File: config.mk
export PLATFORM = sky130hd
export DESIGN_NAME = alu_pipe
export DESIGN_NICKNAME = d
export VERILOG_FILES = /design/src/rtl/alu_pipe.sv
export SDC_FILE = /design/constraint.sdc
export NUM_CORES = 1
export LEC_CHECK = 0
export ABC_AREA = 1
export BUFFER_PORTS_ARGS = -buffer_cell sky130_fd_sc_hd__buf_2
export CAP_MARGIN = 20
export CORE_ASPECT_RATIO = 1.1
export CORE_UTILIZATION = 50
export CTS_CLUSTER_DIAMETER = 30
export CTS_CLUSTER_SIZE = 30
export DETAILED_ROUTE_END_ITERATION = 8
export GPL_ROUTABILITY_DRIVEN = 0
export PLACE_DENSITY = 0.79
export SYNTH_ARGS = -nofsm -noshare
export SYNTH_HDL_FRONTEND = slang
export SYNTH_SLANG_ARGS = --single-unit
File: constraint.sdc
create_clock -name clk -period 2.57 [get_ports clk]
set_input_delay 0.1285 -clock clk [delete_from_list [all_inputs] [get_ports clk]]
set_output_delay 0.1285 -clock clk [all_outputs]
set_load 0.02 [all_outputs]
File: src/rtl/alu_pipe.sv
// alu_pipe: 2-stage pipelined ALU with accumulator, carry chain, flags, optional saturation and valid/ready on both sides
module alu_pipe #(
  parameter int WIDTH    = 8,
  parameter bit SATURATE = 1'b0
) (
  input  logic             clk,
  input  logic             rst,
  input  logic             in_valid,
  output logic             in_ready,
  input  logic [WIDTH-1:0] a,
  input  logic [WIDTH-1:0] b,
  input  logic [2:0]       op,
  input  logic             acc_sel,
  output logic             out_valid,
  input  logic             out_ready,
  output logic [WIDTH-1:0] y,
  output logic             carry,
  output logic             zero,
  output logic             neg,
  output logic             ovf
);
  typedef enum logic [2:0] {
    OP_ADD  = 3'b000,
    OP_SUB  = 3'b001,
    OP_AND  = 3'b010,
    OP_OR   = 3'b011,
    OP_XOR  = 3'b100,
    OP_PASS = 3'b101,
    OP_ADC  = 3'b110,
    OP_CLR  = 3'b111
  } op_t;
  logic             s1_valid_q, s1_valid_d;
  logic [WIDTH-1:0] a_q, a_d, b_q, b_d;
  op_t              op_q, op_d;
  logic             acc_sel_q, acc_sel_d;
  logic             s2_valid_q, s2_valid_d;
  logic [WIDTH-1:0] y_q, y_d, acc_q, acc_d;
  logic             c_q, c_d, z_q, z_d, n_q, n_d, v_q, v_d;
  logic             carry_q, carry_d;
  logic             adv2, in_fire, xfer, is_add, is_sub;
  logic [WIDTH-1:0] opa, y_n;
  logic [WIDTH:0]   add_raw, sub_raw, raw;
  logic             c_n, v_n;
  always_comb begin
    adv2       = !s2_valid_q | out_ready;
    in_ready   = !s1_valid_q | adv2;
    in_fire    = in_valid & in_ready;
    xfer       = s1_valid_q & adv2;
    s1_valid_d = in_fire | (s1_valid_q & !adv2);
    a_d        = in_fire ? a : a_q;
    b_d        = in_fire ? b : b_q;
    op_d       = in_fire ? op_t'(op) : op_q;
    acc_sel_d  = in_fire ? acc_sel : acc_sel_q;
    // operand A is sampled from the accumulator at the s1->s2 edge so chained ops see the previous result
    opa        = acc_sel_q ? acc_q : a_q;
    is_add     = (op_q == OP_ADD) | (op_q == OP_ADC);
    is_sub     = op_q == OP_SUB;
    add_raw    = {1'b0, opa} + {1'b0, b_q} + {{WIDTH{1'b0}}, (op_q == OP_ADC) & carry_q};
    sub_raw    = {1'b0, opa} - {1'b0, b_q};
    raw        = is_sub ? sub_raw : add_raw;
    c_n        = (is_add | is_sub) & raw[WIDTH];
    v_n        = is_add ? (opa[WIDTH-1] == b_q[WIDTH-1]) & (raw[WIDTH-1] != opa[WIDTH-1]) :
                 is_sub ? (opa[WIDTH-1] != b_q[WIDTH-1]) & (raw[WIDTH-1] != opa[WIDTH-1]) : 1'b0;
    y_n        = (op_q == OP_AND)  ? opa & b_q :
                 (op_q == OP_OR)   ? opa | b_q :
                 (op_q == OP_XOR)  ? opa ^ b_q :
                 (op_q == OP_PASS) ? opa :
                 (op_q == OP_CLR)  ? '0 : raw[WIDTH-1:0];
    // clamping touches y only; carry/ovf still describe the unclamped result
    if (SATURATE && is_add && raw[WIDTH]) y_n = '1;
    if (SATURATE && is_sub && raw[WIDTH]) y_n = '0;
    s2_valid_d = xfer | (s2_valid_q & !out_ready);
    y_d        = xfer ? y_n : y_q;
    c_d        = xfer ? c_n : c_q;
    z_d        = xfer ? (y_n == '0) : z_q;
    n_d        = xfer ? y_n[WIDTH-1] : n_q;
    v_d        = xfer ? v_n : v_q;
    acc_d      = xfer ? y_n : acc_q;
    carry_d    = (xfer & (is_add | is_sub)) ? c_n : carry_q;
  end
  always_ff @(posedge clk or posedge rst) begin
    if (rst) begin
      s1_valid_q <= 1'b0;
      a_q        <= '0;
      b_q        <= '0;
      op_q       <= OP_ADD;
      acc_sel_q  <= 1'b0;
      s2_valid_q <= 1'b0;
      y_q        <= '0;
      c_q        <= 1'b0;
      z_q        <= 1'b0;
      n_q        <= 1'b0;
      v_q        <= 1'b0;
      acc_q      <= '0;
      carry_q    <= 1'b0;
    end else begin
      s1_valid_q <= s1_valid_d;
      a_q        <= a_d;
      b_q        <= b_d;
      op_q       <= op_d;
      acc_sel_q  <= acc_sel_d;
      s2_valid_q <= s2_valid_d;
      y_q        <= y_d;
      c_q        <= c_d;
      z_q        <= z_d;
      n_q        <= n_d;
      v_q        <= v_d;
      acc_q      <= acc_d;
      carry_q    <= carry_d;
    end
  end
  assign out_valid = s2_valid_q;
  assign y         = y_q;
  assign carry     = c_q;
  assign zero      = z_q;
  assign neg       = n_q;
  assign ovf       = v_q;
endmodule

---- Word level (Yosys, flattened, before mapping) ----
Cells that the tools add are included.
word-level totals
  bits of input ports ..................... 24
  bits in registers ....................... 35
cells by class
  reduce and logical (&&, ||, !) cells .... 6
  bitwise logic cells ..................... 18
  muxes and demuxes ....................... 9
  eq/ne operators ......................... 10
  add/sub/neg operators ................... 3
operator list
  operator                                                          number
  8-bit 2-to-1 mux                                                  6
  3-bit == test (second input constant)                             4
  8-bit by 8-bit adder with 9-bit output                            1
  9-bit by 1-bit adder with 9-bit output                            1
  1-bit bitwise AND                                                 9
  9-bit 2-to-1 mux                                                  1
  8-bit by 8-bit subtractor with 9-bit output                       1
  8-bit bitwise AND                                                 1
  8-bit zero test                                                   1
  8-bit OR                                                          1
  8-bit bitwise XOR                                                 1
  3-bit by 2-bit == test with 1-bit output (second input constant)  2
  1-bit OR                                                          6
  1-bit zero test                                                   4
  3-bit by 1-bit == test with 1-bit output (second input constant)  1
  3-bit zero test                                                   1
  1-bit 2-to-1 mux                                                  2
  1-bit inequality test                                             2
  1-bit == test                                                     1

---- Longest topological paths before layout ----
  depth after elaboration ................. 10
  mapped depth ............................ 22
  gate-level depth less buffers ........... 22

---- Worst setup path after synthesis ----
OpenSTA, ideal clock, no wires.
  path kind ............................... flip-flop to flip-flop
  from .................................... reg acc_sel_q
  to ...................................... reg z_q (netlist: zero)
  path slack .............................. -0.197 ns
  required time ........................... 2.453 ns
  buffers on the path ..................... 1
  cell stages (with the launch flop) ...... 20
  clock period less this slack ............ 2.767 ns
  arrival ................................. 2.649 ns
  cell sequence ........................... dfrtp_1 clkbuf_1 o21ai_0 inv_1 fa_1 fa_1 inv_1 nand3_1 nand2_1 nand2_1 nand3_1 nand3_1 nand2_1 nand2_1 nand2_1 nand2_1 a21oi_1 nor2_1 nand3_1 nand2_1
on the way
  longest elaborated chain between the ends .. 10
  elaborated cells between the ends (all ways) .. 14
  classes of those cells .................. 3 x add/sub; 7 x mux; 3 x bitwise; 1 x reduce/logical
RTL lines
  element                                 line  text
  start, declared                         35    logic acc_sel_q, acc_sel_d;
  start signal, assigned                  101   acc_sel_q <= acc_sel_d;
  8-bit 2-to-1 mux *                      55    opa = acc_sel_q ? acc_q : a_q;
  8-bit by 8-bit adder with 9-bit output  58    add_raw = {1'b0, opa} + {1'b0, b_q} + {{WIDTH{1'b0}}, (op_q == OP_ADC) & carry_q};
  9-bit by 1-bit adder with 9-bit output  58
  9-bit 2-to-1 mux                        60    raw = is_sub ? sub_raw : add_raw;
  8-bit 2-to-1 mux                        68    (op_q == OP_CLR) ? '0 : raw[WIDTH-1:0];
  8-bit 2-to-1 mux                        67    (op_q == OP_PASS) ? opa :
  8-bit 2-to-1 mux                        66    (op_q == OP_XOR) ? opa ^ b_q :
  8-bit 2-to-1 mux                        65    (op_q == OP_OR) ? opa | b_q :
  8-bit 2-to-1 mux *                      64    y_n = (op_q == OP_AND) ? opa & b_q :
  8-bit zero test *                       75    z_d = xfer ? (y_n == '0) : z_q;
  end signal, assigned                    105   z_q <= z_d;
  end, declared                           38    logic c_q, c_d, z_q, z_d, n_q, n_d, v_q, v_d;
Mark *: on every way between the ends. The rest lies on a longest branch, timed or not.
A chain may end at the register's enable or synchronous reset.

---- Worst setup path after layout ----
  from .................................... reg op_q[0]
  to ...................................... reg z_q (netlist: zero)
on the way
  longest elaborated chain between the ends .. 10
  elaborated cells between the ends (all ways) .. 16
  classes of those cells .................. 1 x add/sub; 7 x eq/ne; 6 x mux; 1 x bitwise; 1 x reduce/logical
RTL lines
  element                                 line  text
  start, declared                         34    op_t op_q, op_d;
  start signal, assigned                  100   op_q <= op_d;
  3-bit == test                           58
  1-bit bitwise AND                       58
  9-bit by 1-bit adder with 9-bit output  58
  9-bit 2-to-1 mux                        60
  8-bit 2-to-1 mux                        68
  8-bit 2-to-1 mux                        67
  8-bit 2-to-1 mux                        66
  8-bit 2-to-1 mux                        65
  8-bit 2-to-1 mux *                      64
  8-bit zero test *                       75
Marks and branches as above.

==> key figures <==
Detailed routing
  • WL final: about 7600 um
  • Routed vias/inst: 5.33
  • Initial DRC count: 217
  • Antenna Nets Post-Route: 0
  • DRC: 0
  • Vias: 2876
  • WL/cell: 14.1 um
  • Detailed Routing Iterations Pass 1: 5

Yosys
  • Post-synthesis async set-or-reset flop share: 100%
  • Main flop type after synthesis: dfrtp_1
  • Most instantiated library cell after synthesis: nand2_1
  • Post-synth EDFFs: 0
  • Sequential share of the synthesized area: a little under a third
  • Leading area contributor after synthesis: dfrtp_1
  • Complex-gate fraction of the synthesized area: between 10% and 20%
  • Area fraction of the dominant cell type after synthesis: between 30% and 40%
  • Post-Syn Area: ~0.0027 mm2
  • Post-Synth Adder-Cell Area: 13.2%
  • Post-synthesis cell type count: 30
  • Post-Synth XOR/XNOR Area: less than 1%
  • Ranking of synthesized cells by area: dfrtp_1 31%, nand2_1 16%, ha_1 11%, a21oi_1 7.3%, inv_1 6.9%
  • YS warnings: 0
  • Largest family of logic cells by synthesized area: simple AND/OR/NAND/NOR gates
  • Simple-gate area share of the yosys netlist: a little over 30%
  • Net Count, Synth: ~450
  • Mapped Cells: 402
  • Proportion of synthesized area in mux cells: 2.47%
  • Top cells by count, synth: 114 x nand2_1, 50 x inv_1, 41 x nor2_1
  • Post-synthesis register bit count: 34
  • Syn_area_per_cell: about 6.8 um2

Power
  • LEAKAGE: 1.88 nW
  • Power per cell area: around 970 mW/mm2
  • Max IR drop VDD: 538 uV

Timing
  • Worst-Margin Slew: 704 ps
  • Tcrit/Tclk final: 104%
  • RSZ-0062 raised after global routing: yes
  • Relative slew slack: between 50% and 60%
  • Worst Slack Setup Final: -92.0 ps
  • Setup Skew: 10.8 ps
  • # setup viols final: 1
  • Count of pins over their slew limit: 0
  • Final hold violation count: 0
  • Minimum clock period: 2660 ps
  • Max frequency: around 380 MHz

Clock tree
  • CTS buffer count: 5
  • Clk sinks: 34
  • Clock tree root buffer cell: clkbuf_8
  • CTS tree: done
  • Clock Tree Buf Depth: 2
  • Clk slew on worst S/H paths: roughly 80 ps
  • H-tree levels: 2
  • Clock latency on the worst-skew pair: around 290 ps

Worst setup path
  • CP Launch Point: op_q[0]
  • Startpoint types: register
  • Critical path required time: 2810 ps
  • Crit end category: register
  • Worst Reg2Reg Path Length in Cells: 21
  • CP peak stage delay: about 390 ps
  • CP Cell Sequence: nor2_1 > inv_1 > nor2_2 > nand2_1 > fa_2 > fa_1 > inv_1 > nand2_1 > nand2_1 > nand2_1 > nand3_1 > nand2_1 > nand2_1 > nand2_1 > a21oi_2 > nand2_1 > nor2_1 > nand2_1 > nor2_1 > nand3_1 > nand2_1
  • CP top delay family: simple AND/OR/NAND/NOR gates
  • CP Data Arrival Time: about 2900 ps
  • CP Buf/Inv Count: 2
  • WS Path Type: reg2reg
  • Most used cell, CP: nand2_1
  • Worst r2r src: op_q[0]
  • CP Depth: 21
  • CP max-delay cell: fa_1
  • Max Fanout on Critical Path: 2

Layout
  • Ratio of cells with drive above 1 in the final layout: 28.2%
  • Syn-to-layout area delta: 27.4%
  • # diodes: 0
  • Final Cell Area: between 0.003 and 0.004 mm2
  • Final net count: 518

Floorplan
  • Die H: 79.5 um
  • Die ar.: between 0.005 and 0.006 mm2
  • Core footprint: roughly 0.0051 mm2
  • Die width: between 70 and 80 um
  • Cell Rows: 27
  • I/O pin total: 38
  • Starting density of the core: 53.2%

Flow run
  • Max cap viols: 0

GRT
  • Antenna violations before repair: 0
  • Largest net degree at the start of global routing: 35
  • Vias in the first global route: 2647
  • Total track usage: a little over a quarter
  • First-pass GRT wire length: ~12000 um
  • GRT overflow: 0

Status
  • Failing checks: negative setup slack
  • Outcome: complete, but fails checks

Min path
  • Hold path depth: 3
  • Hold Startpoint: in_valid
  • Min-delay worst type: in2reg

Placement
  • DP Area: 0.00316 mm2
  • Hpwl dp: 5280 um
  • PortBufs: 37
  • Dpl ws: -83.3 ps
[layer usage]
| metal | up-vias | wire, um | track usage (%) | share of wire, % |
|---|---|---|---|---|
| met4 | 0 | 215 | 9.22 | 2.8 |
| met3 | 16 | 431 | 3.91 | 5.7 |
| li1 | 1399 | - | - | - |
| met5 | - | 0 | 0 | 0 |
| met1 | 1347 | 3330 | 36.0 | 44 |
| met2 | 114 | 3620 | 45.3 | 48 |
[final timing paths]
path | endpoint | slack, ps
max reg2reg | zero | -90
min | s1_valid_q | 40
min reg2reg | carry | 480
max | zero | -90
max in group asynchronous | a_q[7] | 1770
min in group asynchronous | b_q[3] | 480
[report_power, final]
group / switching, mW / leakage, nW / total, mW / internal [mW]
clock network: 0.210 / 0.0482 / 0.427 / 0.217
logic: 1.29 / 1.43 / 2.18 / 0.891
registers: 0.0933 / 0.395 / 0.753 / 0.660
[stage by stage]
step / TNS, ps / cells / hold slack, ps / util [%] / total power, mW
global placement: 0 / 526 / 241 / 61.5 / 2.56
CTS: -38.6 / 536 / 34.8 / 63.9 / 3.08
global route: -1110 / 540 / 45.2 / 67.8 / 3.63
finish: -92.0 / 540 / 42.7 / 67.8 / 3.36
floorplan: 0 / 402 / 228 / - / 2.04
detailed placement: -119 / 526 / 244 / 61.5 / 2.60
[state kept, by name, summed over array words and instances (netlist names)]
| register | count |
|---|---|
| op_q | 3 |
| acc_sel_q | 1 |
| zero | 1 |
| acc_q | 8 |
| carry | 1 |
| b_q | 8 |
| out_valid | 1 |
| a_q | 8 |
| ovf | 1 |
| s1_valid_q | 1 |
| carry_q | 1 |
[cell type report]
cell class	instances	area, um2
Timing Repair Buffer	69	432
Inverter	57	214
Tap cell	72	90.1
Clock buffer	7	86.3
Sequential cell	34	851
Multi-Input combinational cell	300	1800
Fill cell	423	1660
Clock inverter	1	5.00
[cells in the final DEF (no fill, tap or decap), types with 5 or more instances in the layout]
master    count
nor2_1       38
or2_2         6
mux2_2        6
buf_4        30
inv_2        11
ha_4          5
nand3_1      30
a21oi_2       6
clkbuf_8      6
a21oi_1      33
o21ai_0      13
ha_1         14
buf_2        37
dfrtp_1      34
inv_1        45
ha_2          5
nand2_1     112
[worst register-to-register path, cell delays in order, from the launching register on]
cell,delay (ps)
dfrtp_1,380
nor2_1,100
inv_1,70
nor2_2,110
nand2_1,80
fa_2,360
fa_1,390
inv_1,90
nand2_1,50
nand2_1,60
nand2_1,40
nand3_1,100
nand2_1,50
nand2_1,50
nand2_1,60
a21oi_2,150
nand2_1,80
nor2_1,100
nand2_1,70
nor2_1,100
nand3_1,70
nand2_1,50
[timing repair]
item,4_1_cts,5_1_grt
endpoints found under the setup margin,4,10
setup buffers,1,4
endpoints found under the hold margin,34,0
resized for setup,5,46
hold buffers,1,0
pin swaps,1,6
[cell families after synthesis]
group / Yosys count
AND/OR/NAND/NOR: 199
buffers and inverters: 68
AO/OA/AOI/OAI: 66
flip-flops: 34
adder cells (fa/ha/maj): 27
multiplexers: 6
XOR/XNOR: 2
(Power assumes the default switching activity.)
